==> src/rtl/logic_pod_rle_compressor.sv <==
// rtl/logic_pod_rle_compressor.sv - run-length compressor for one logic-analyzer lane
//
// Purpose: classifies IN_WIDTH-bit sample blocks as one run, two runs or
// verbatim, merges runs across blocks, and emits at most one chunk per clock.
// Three register stages: input capture, classification, merge/output.
//
// Ports:
//   clk, rst_n        clock, synchronous active-low reset
//   din, in_valid     sample block (MSB = oldest sample) and its qualifier
//   en                capture enable (blocks dropped while low)
//   force_verbatim    classify every block as verbatim
//   flush, flush_done drain request / drain-complete pulse
//   out_valid, out_format, out_data  chunk strobe, 1=verbatim 0=runs, payload
//   stat_blocks_in, stat_chunks_out  statistics (zero unless LOGIC_POD_RLE_STATS_EN)
//
// Optional feature macro: LOGIC_POD_RLE_STATS_EN builds the saturating counters.
module logic_pod_rle_compressor #(
  parameter int IN_WIDTH = 16
) (
  input  logic                clk,
  input  logic                rst_n,
  input  logic [IN_WIDTH-1:0] din,
  input  logic                in_valid,
  input  logic                en,
  input  logic                force_verbatim,
  input  logic                flush,
  output logic                flush_done,
  output logic                out_valid,
  output logic                out_format,
  output logic [IN_WIDTH-1:0] out_data,
  output logic [31:0]         stat_blocks_in,
  output logic [31:0]         stat_chunks_out
);
  localparam int CB   = IN_WIDTH / 2 - 1;
  localparam int MAXC = (1 << CB) - 1;
  localparam logic [CB:0]   MAXC_X = (CB+1)'(MAXC);
  localparam logic [CB-1:0] MAXC_C = CB'(MAXC);

  // Drain sequencer: 0 idle, 1..3 draining after an accepted flush.
  logic [1:0] drain_q, drain_d;
  logic       accept;
  assign accept = in_valid && en && (drain_q == 2'd0);

  always_comb begin
    drain_d = drain_q;
    if (drain_q != 2'd0) drain_d = drain_q + 2'd1;
    else if (flush)      drain_d = 2'd1;
  end

  // Stage 1: captured block.
  logic                s1_valid_q, s1_fv_q;
  logic [IN_WIDTH-1:0] s1_din_q;

  // Stage 2 classification of the captured block.
  logic [IN_WIDTH-2:0] edges;
  logic [CB-1:0]       k_idx;
  logic                no_edge, one_edge;
  assign edges    = s1_din_q[IN_WIDTH-1:1] ^ s1_din_q[IN_WIDTH-2:0];
  assign no_edge  = (edges == '0);
  // Exactly one bit set: clearing the lowest set bit leaves nothing.
  assign one_edge = !no_edge && ((edges & (edges - (IN_WIDTH-1)'(1))) == '0);

  always_comb begin
    k_idx = '0;
    for (int i = 0; i < IN_WIDTH - 1; i++) begin
      if (edges[i]) k_idx = CB'(i);
    end
  end

  logic                s2_valid_q, s2_verb_q, s2_two_q, s2_v0_q, s2_v1_q;
  logic [CB-1:0]       s2_c0_q, s2_c1_q;
  logic [IN_WIDTH-1:0] s2_data_q;

  // Stage 3 pending state: up to two runs, or one verbatim block.
  logic [1:0]             r_num_q, r_num_d;
  logic [1:0]             r_val_q, r_val_d;
  logic [1:0][CB-1:0]     r_cnt_q, r_cnt_d;
  logic                   v_pend_q, v_pend_d;
  logic [IN_WIDTH-1:0]    v_data_q, v_data_d;

  logic                emit, emit_fmt;
  logic [IN_WIDTH-1:0] emit_data;

  // Working list of up to four runs while merging.
  logic [3:0]         lv;
  logic [3:0][CB-1:0] lc;
  logic [2:0]         n;
  logic [1:0]         last;
  logic               nv;
  logic [CB-1:0]      nc;
  logic [CB:0]        sum;

  always_comb begin
    r_num_d   = r_num_q;
    r_val_d   = r_val_q;
    r_cnt_d   = r_cnt_q;
    v_pend_d  = v_pend_q;
    v_data_d  = v_data_q;
    emit      = 1'b0;
    emit_fmt  = 1'b0;
    emit_data = '0;
    lv        = {2'b00, r_val_q};
    lc        = {{(2*CB){1'b0}}, r_cnt_q};
    n         = {1'b0, r_num_q};
    last      = 2'd0;
    nv        = 1'b0;
    nc        = '0;
    sum       = '0;

    if (s2_valid_q) begin
      // A pending verbatim block always leaves on the next arriving block;
      // runs are never pending alongside it, so the run list starts empty.
      if (v_pend_q) begin
        emit      = 1'b1;
        emit_fmt  = 1'b1;
        emit_data = v_data_q;
        v_pend_d  = 1'b0;
        v_data_d  = '0;
      end
      if (s2_verb_q) begin
        if (v_pend_q) begin
          v_pend_d = 1'b1;
          v_data_d = s2_data_q;
        end else if (r_num_q == 2'd0) begin
          emit      = 1'b1;
          emit_fmt  = 1'b1;
          emit_data = s2_data_q;
        end else begin
          emit      = 1'b1;
          emit_data = {r_val_q[0], r_cnt_q[0], r_val_q[1], r_cnt_q[1]};
          r_num_d   = 2'd0;
          r_val_d   = '0;
          r_cnt_d   = '0;
          v_pend_d  = 1'b1;
          v_data_d  = s2_data_q;
        end
      end else begin
        for (int j = 0; j < 2; j++) begin
          if (j == 0 || s2_two_q) begin
            nv   = (j == 0) ? s2_v0_q : s2_v1_q;
            nc   = (j == 0) ? s2_c0_q : s2_c1_q;
            last = n[1:0] - 2'd1;
            if (n != 3'd0 && lv[last] == nv) begin
              sum = {1'b0, lc[last]} + {1'b0, nc};
              if (sum > MAXC_X) begin
                // Saturate the run and spill the excess into a new run.
                lc[last]    = MAXC_C;
                lv[n[1:0]]  = nv;
                lc[n[1:0]]  = CB'(sum - MAXC_X);
                n           = n + 3'd1;
              end else begin
                lc[last] = sum[CB-1:0];
              end
            end else begin
              lv[n[1:0]] = nv;
              lc[n[1:0]] = nc;
              n          = n + 3'd1;
            end
          end
        end
        if (n > 3'd2) begin
          emit       = 1'b1;
          emit_data  = {lv[0], lc[0], lv[1], lc[1]};
          r_val_d    = lv[3:2];
          r_cnt_d    = {lc[3], lc[2]};
          r_num_d    = 2'(n - 3'd2);
        end else begin
          r_val_d    = lv[1:0];
          r_cnt_d    = {lc[1], lc[0]};
          r_num_d    = n[1:0];
        end
      end
    end

    // Last drain slot: push out whatever is still pending, then start clean.
    // The slot carries a single chunk, so it only adds one when none left yet.
    if (drain_q == 2'd2) begin
      if (!emit) begin
        if (v_pend_d) begin
          emit      = 1'b1;
          emit_fmt  = 1'b1;
          emit_data = v_data_d;
        end else if (r_num_d != 2'd0) begin
          emit      = 1'b1;
          emit_data = {r_val_d[0], r_cnt_d[0], r_val_d[1], r_cnt_d[1]};
        end
      end
      r_num_d  = 2'd0;
      r_val_d  = '0;
      r_cnt_d  = '0;
      v_pend_d = 1'b0;
      v_data_d = '0;
    end
  end

  logic                out_valid_q, out_fmt_q, flush_done_q;
  logic [IN_WIDTH-1:0] out_data_q;

  always_ff @(posedge clk) begin
    if (!rst_n) begin
      drain_q      <= 2'd0;
      s1_valid_q   <= 1'b0;
      s1_fv_q      <= 1'b0;
      s1_din_q     <= '0;
      s2_valid_q   <= 1'b0;
      s2_verb_q    <= 1'b0;
      s2_two_q     <= 1'b0;
      s2_v0_q      <= 1'b0;
      s2_v1_q      <= 1'b0;
      s2_c0_q      <= '0;
      s2_c1_q      <= '0;
      s2_data_q    <= '0;
      r_num_q      <= 2'd0;
      r_val_q      <= '0;
      r_cnt_q      <= '0;
      v_pend_q     <= 1'b0;
      v_data_q     <= '0;
      out_valid_q  <= 1'b0;
      out_fmt_q    <= 1'b0;
      out_data_q   <= '0;
      flush_done_q <= 1'b0;
    end else begin
      drain_q    <= drain_d;
      s1_valid_q <= accept;
      if (accept) begin
        s1_din_q <= din;
        s1_fv_q  <= force_verbatim;
      end
      s2_valid_q <= s1_valid_q;
      if (s1_valid_q) begin
        s2_verb_q <= s1_fv_q || !(no_edge || one_edge);
        s2_two_q  <= one_edge;
        s2_data_q <= s1_din_q;
        s2_v0_q   <= s1_din_q[IN_WIDTH-1];
        s2_c0_q   <= no_edge ? CB'(IN_WIDTH) : CB'(IN_WIDTH - 1) - k_idx;
        s2_v1_q   <= s1_din_q[0];
        s2_c1_q   <= k_idx + CB'(1);
      end
      r_num_q      <= r_num_d;
      r_val_q      <= r_val_d;
      r_cnt_q      <= r_cnt_d;
      v_pend_q     <= v_pend_d;
      v_data_q     <= v_data_d;
      out_valid_q  <= emit;
      out_fmt_q    <= emit_fmt;
      out_data_q   <= emit_data;
      flush_done_q <= (drain_q == 2'd3);
    end
  end

  assign out_valid  = out_valid_q;
  assign out_format = out_fmt_q;
  assign out_data   = out_data_q;
  assign flush_done = flush_done_q;

`ifdef LOGIC_POD_RLE_STATS_EN
  logic [31:0] blocks_q, chunks_q;
  always_ff @(posedge clk) begin
    if (!rst_n) begin
      blocks_q <= '0;
      chunks_q <= '0;
    end else begin
      if (accept && blocks_q != '1) blocks_q <= blocks_q + 32'd1;
      if (emit && chunks_q != '1)   chunks_q <= chunks_q + 32'd1;
    end
  end
  assign stat_blocks_in  = blocks_q;
  assign stat_chunks_out = chunks_q;
`else
  assign stat_blocks_in  = '0;
  assign stat_chunks_out = '0;
`endif

endmodule

==> config.mk <==
export PLATFORM = sky130hd
export DESIGN_NAME = logic_pod_rle_compressor
export DESIGN_NICKNAME = d
export VERILOG_FILES = /design/src/rtl/logic_pod_rle_compressor.sv
export SDC_FILE = /design/constraint.sdc
export NUM_CORES = 1
export LEC_CHECK = 0
export BUFFER_PORTS_ARGS = -buffer_cell sky130_fd_sc_hd__clkbuf_2
export CAP_MARGIN = 20
export CELL_PAD_IN_SITES_DETAIL_PLACEMENT = 1
export CELL_PAD_IN_SITES_GLOBAL_PLACEMENT = 2
export CORE_MARGIN = 2
export CORE_UTILIZATION = 35
export CTS_CLUSTER_SIZE = 40
export DETAILED_ROUTE_END_ITERATION = 7
export PLACE_DENSITY = 0.91
export SKIP_CTS_REPAIR_TIMING = 1
export SYNTH_ARGS = -nofsm -noshare
export SYNTH_HDL_FRONTEND = slang
export SYNTH_SLANG_ARGS = --single-unit
export TNS_END_PERCENT = 1
==> constraint.sdc <==
create_clock -name clk -period 8.8 [get_ports clk]
set_input_delay 1.32 -clock clk [delete_from_list [all_inputs] [get_ports clk]]
set_output_delay 1.32 -clock clk [all_outputs]
set_load 0.005 [all_outputs]
Yosys cells after proc, flatten, opt, wreduce, memory -nomap -nowiden
Index checks and enable logic that the tools add are counted.

word-level totals
  register bits = 109
  input bits = 22
  word-level logic and storage cells = 196

cells by class
  bitwise gates (word level) = 5
  $add $sub $neg = 13
  muxes and demuxes = 118
  reductions and logical operators = 23
  magnitude comparators = 11
  equality and inequality tests = 4

operator list
  kind                                                               number
  two-way mux 16 bit                                                 15
  two-way mux 28 bit                                                 7
  bitwise mux 28 bit                                                 6
  two-way mux 7 bit                                                  20
  two-way mux 14 bit                                                 5
  demux 7 bit (select 2 bit)                                         4
  logical NOT 15 bit                                                 2
  binary-select mux 7 bit (select 2 bit)                             2
  two-way mux 4 bit                                                  7
  OR 14 x 28 -> 28 bit                                               1
  OR 28 bit                                                          1
  two-way mux 3 bit                                                  9
  two-way mux 1 bit                                                  25
  two-way mux 2 bit                                                  12
  adder 7 x 7 -> 8 bit                                               2
  > comparator 8 x 7 -> 1 bit, second input constant                 2
  AND 15 bit                                                         1
  subtractor 15 x 1 -> 15 bit, second input constant                 1
  bitwise XOR 15 bit                                                 1
  subtractor 7 bit, second input constant                            2
  < comparator 2 x 3 -> 1 bit, second input constant                 4
  logical AND 1 bit                                                  9
  bitwise mux 4 bit                                                  2
  greater-or-equal comparator 2 x 1 -> 1 bit, second input constant  4
  other kinds (19)                                                   30

Longest topological paths before layout
  depth in word-level cells = 29
  depth in mapped cells = 32
  depth with buffers taken out = 29

Least setup slack after synthesis
No wires, ideal clock.

  path type = reg2reg
  start point = register r_num_q[0]
  end point = register out_data_q[0] (netlist: out_data[0])
  data required time = 8718 ps
  path buffers = 6
  clock period less this slack = 6864 ps
  stages on the path, launching flop included = 31
  data arrival time = 6782 ps
  setup time = 82 ps
  setup slack = 1936 ps
  cells stage by stage = dfxtp_1 buf_6 clkbuf_1 mux2_2 nand2_1 inv_1 ha_1 a21oi_1 nand4b_1 a21oi_4 buf_2 nor2_4 a22oi_1 ha_1 clkbuf_1 clkbuf_1 mux4_2 ha_1 a21o_1 a21oi_1 o21bai_1 a21o_1 o21ai_1 nor2_4 a21oi_2 o211ai_2 o31ai_4 nand4_2 or2_1 buf_6 o221ai_2

between the ends
  word-level cells in the longest chain between the ends = 29
  elaborated cells on any way between the ends = 109
  those cells by class = 9 x add/sub; 11 x order compare; 2 x eq/ne; 75 x mux; 2 x bitwise; 10 x reduce/logical

RTL lines
  item                                                           RTL line  text
  from (decl)                                                    75        logic [1:0] r_num_q, r_num_d;
  from (signal assigned)                                         239       r_num_q <= r_num_d;
  branches (longest 28 deep; another with adder 7 x 7 -> 8 bit)  -
  two-way mux 16 bit *                                           177       if (drain_q == 2'd2) begin
  to (signal assigned)                                           246       out_data_q <= emit_data;
  to (decl)                                                      197       logic [IN_WIDTH-1:0] out_data_q;

Every way passes the cells marked *. The select of a mux whose other input is x is not followed.
A chain may end at the register's enable or synchronous reset.

Worst setup path after layout
  start point = register r_num_q[1]
  end point = register out_data_q[15] (netlist: out_data[15])

The elaborated chain is that of the path after synthesis.

==> impl_metrics.tcl <==
set metrics [dict create \
    worstPathArrival_ps 8280 \
    numPortBuffers 40 \
    grt_max_degree 50 \
    htreeDepth 3 \
    synth_top_family_by_area "compound AO/OA/AOI/OAI gates" \
    synthFlopType "dfxtp_1" \
    crit_fanout 16 \
    p_leak_nw 3.60 \
    worstSetupPathType "flop to flop" \
    relSlewSlack_pct 24.9 \
    worstSkewPairLatency_ps 350 \
    die_w_um 171 \
    syn-cell-area_um2 9790 \
    path_clk_slew_ps 70 \
    place_hpwl_um 30500 \
    antenna_left 0 \
    root_buffer "clkbuf_16" \
    antenna_found_initial 0 \
    setup_tns_ps 0 \
    synthAdderAreaFrac_pct 3.48 \
    maxCapViolCount 0 \
    final_cells 1689 \
    postRouteWirelength_um 40500 \
    vias_per_cell 6.31 \
    fmaxAchievable_ghz 0.125 \
    num_vias 10700 \
    die_area_um2 29300 \
    post-route-period-util_pct 91.1 \
    synth-simple-area-share_pct 21.9 \
    startpoint_type "flop" \
    min_period_ps 8020 \
    nets 1354 \
    timing.final.ws_setup_ps 782 \
    yosysTopAreaCell "dfxtp_1" \
    critPathCaptureType "flop" \
    synth-seq-cells 103 \
    worst_slew_pin_slew_ps 1120 \
    design.core.area_um2 27600 \
    dp_slack_ps 1080 \
    holdCritPathClass "flop to flop" \
    synth_xor_xnor_area_share_pct 2.06 \
    area_growth_pct 4.51 \
    synth_enable_flop_cells 0 \
    die_h_um 171 \
    outcome "finished, final reports clean" \
    p_total_mw 1.33 \
    cts_buffers 9 \
    syn_inst 1339 \
    syn_avg_cell_area_um2 7.31 \
    drv_slew 0 \
    placementRows 61 \
    yosysWarnings 0 \
    setup_viol 0 \
    io_pins 105 \
    finalClockSkew_ps 9.01 \
    wl_per_cell_um 24.0 \
    grt-ovfl-total 0 \
    drc 0 \
    clockBufferDepth 2 \
    powerDensity_nw_per_um2 130 \
    async_flop_share_pct 0 \
    synth-seq-area-share_pct 21.1 \
    grt_pass1_wl_um 61500 \
    yosysTopAreaCellShare_pct 21.1 \
    grt.total_usage_pct 27.3 \
    drtIter0Drc 1113 \
    synth_compound_area_share_pct 33.9 \
    rsz0062_at_grt "no" \
    final_util_pct 37.0 \
    grt_pass1_vias 9961 \
    ir_drop_uv 93.7 \
    required_ps 9070 \
    muxShareOfSynthArea_pct 6.61 \
    layout-drive-gt1-share_pct 10.4 \
    synthTopCellsByArea "dfxtp_1 (21%), nor2_1 (5.8%), nand2_1 (5.7%)" \
    synth.distinct_cells 98 \
    gp_congestion 0.964 \
    tritoncts "yes" \
    clkSinkCount 103 \
    n_antenna_cell 0 \
    synth_common_cells "nor2_1 (150), nand2_1 (148), dfxtp_1 (103)" \
    start_util_pct 35.4 \
    hold_viol_final 0 \
    yosysMostFrequentCell "nor2_1" \
    place_inst 1673 \
    nFillCells 3538 \
    dr.pass1.iters 6 \
]
==> cells in the final DEF, fill, tap and decap left out, types with 7 or more instances in the layout <==
master / count
a2111oi_0: 8
a211oi_1: 15
a21o_1: 13
a21oi_1: 98
a221oi_1: 7
a22o_1: 8
a22oi_1: 47
a31oi_1: 16
a32oi_1: 7
and2_1: 12
and3_1: 11
buf_4: 24
clkbuf_16: 9
clkbuf_2: 40
conb_1: 64
dfxtp_1: 103
ha_1: 24
inv_1: 33
mux2i_1: 50
nand2_1: 148
nand2b_1: 10
nand3_1: 36
nand4_1: 8
nor2_1: 150
nor2b_1: 12
nor3_1: 25
o211ai_1: 17
o21a_1: 7
o21ai_0: 83
o221ai_1: 11
o221ai_2: 9
o22ai_1: 10
o311ai_0: 15
o31ai_1: 7
or3_1: 12
xnor2_1: 17
==> path summary, 6_finish.rpt <==
check,start,end,slack [ps],cells after the start
max,r_num_q[1],out_data[15],780,25
min,drain_q[0],drain_q[0],480,2
max reg2reg,r_num_q[1],out_data[15],780,25
min reg2reg,drain_q[0],drain_q[0],480,2
==> sequential cells by signal (all words and copies together), names as in the netlist <==
register / flops
s2_c1_q: 5
s1_fv_q: 1
out_valid: 1
drain_q: 2
r_num_q: 2
r_cnt_q: 14
r_val_q: 2
flush_done: 1
v_data_q: 16
out_data: 16
s2_c0_q: 5
s1_valid_q: 1
s1_din_q: 16
v_pend_q: 1
s2_data_q: 15
s2_valid_q: 1
out_format: 1
s2_verb_q: 1
s2_v0_q: 1
s2_two_q: 1
==> power breakdown <==
| group | internal [mW] | switching, mW | total (mW) |
|---|---|---|---|
| clock | 0.195 | 0.187 | 0.382 |
| sequential | 0.479 | 0.0334 | 0.513 |
| combinational | 0.133 | 0.300 | 0.434 |
==> cell type report <==
class,instances,area [µm²],area share (%)
clock buffers,9,225,2.20
clock inverters,7,55.1,0.538
inverters,37,139,1.36
multi-input cells,1091,6890,67.4
flip-flops and latches,103,2060,20.2
well taps,378,473,4.62
repair buffers,64,380,3.72
==> layer usage <==
metal	GRT usage, %	up-vias	share of wire [%]
met5	0	-	0
li1	-	4775	-
met3	3.68	109	7.5
met4	13.6	0	5.1
met1	37.2	5271	43
met2	42.4	500	45
==> through the flow <==
stage          hold WS (ps)  instance area (µm²)
2_1_floorplan           436                10000
5_1_grt                 510                10200
3_5_place_dp            472                 9950
4_1_cts                 483                10200
6_report                481                10200
3_3_place_gp            458                 9950
==> critical path, cell delays in order, from the launching register on <==
cell and delay (ps):
dfxtp_1 440, inv_1 110, ha_1 450, inv_2 130, nor2_1 150, ha_1 290
a21o_1 180, a21oi_2 300, a21o_1 510, nand3_2 210, and2_1 350, inv_2 280
mux4_2 580, ha_1 300, a21o_1 180, a21oi_1 220, o21bai_1 120, a21o_1 240
o21ai_1 210, nor2_4 130, a21oi_2 680, o211ai_2 310, nor2_1 920, a221oi_1 180
o32a_1 360, o21ai_1 100
==> cells by family after synthesis <==
| family | Yosys count |
|---|---|
| flip-flops | 103 |
| other | 1 |
| adder cells (fa/ha/maj) | 26 |
| XOR/XNOR | 23 |
| multiplexers | 59 |
| AND/OR/NAND/NOR | 459 |
| buffers and inverters | 208 |
| AO/OA/AOI/OAI | 460 |
Note: power is estimated with default switching activity, not from simulation.
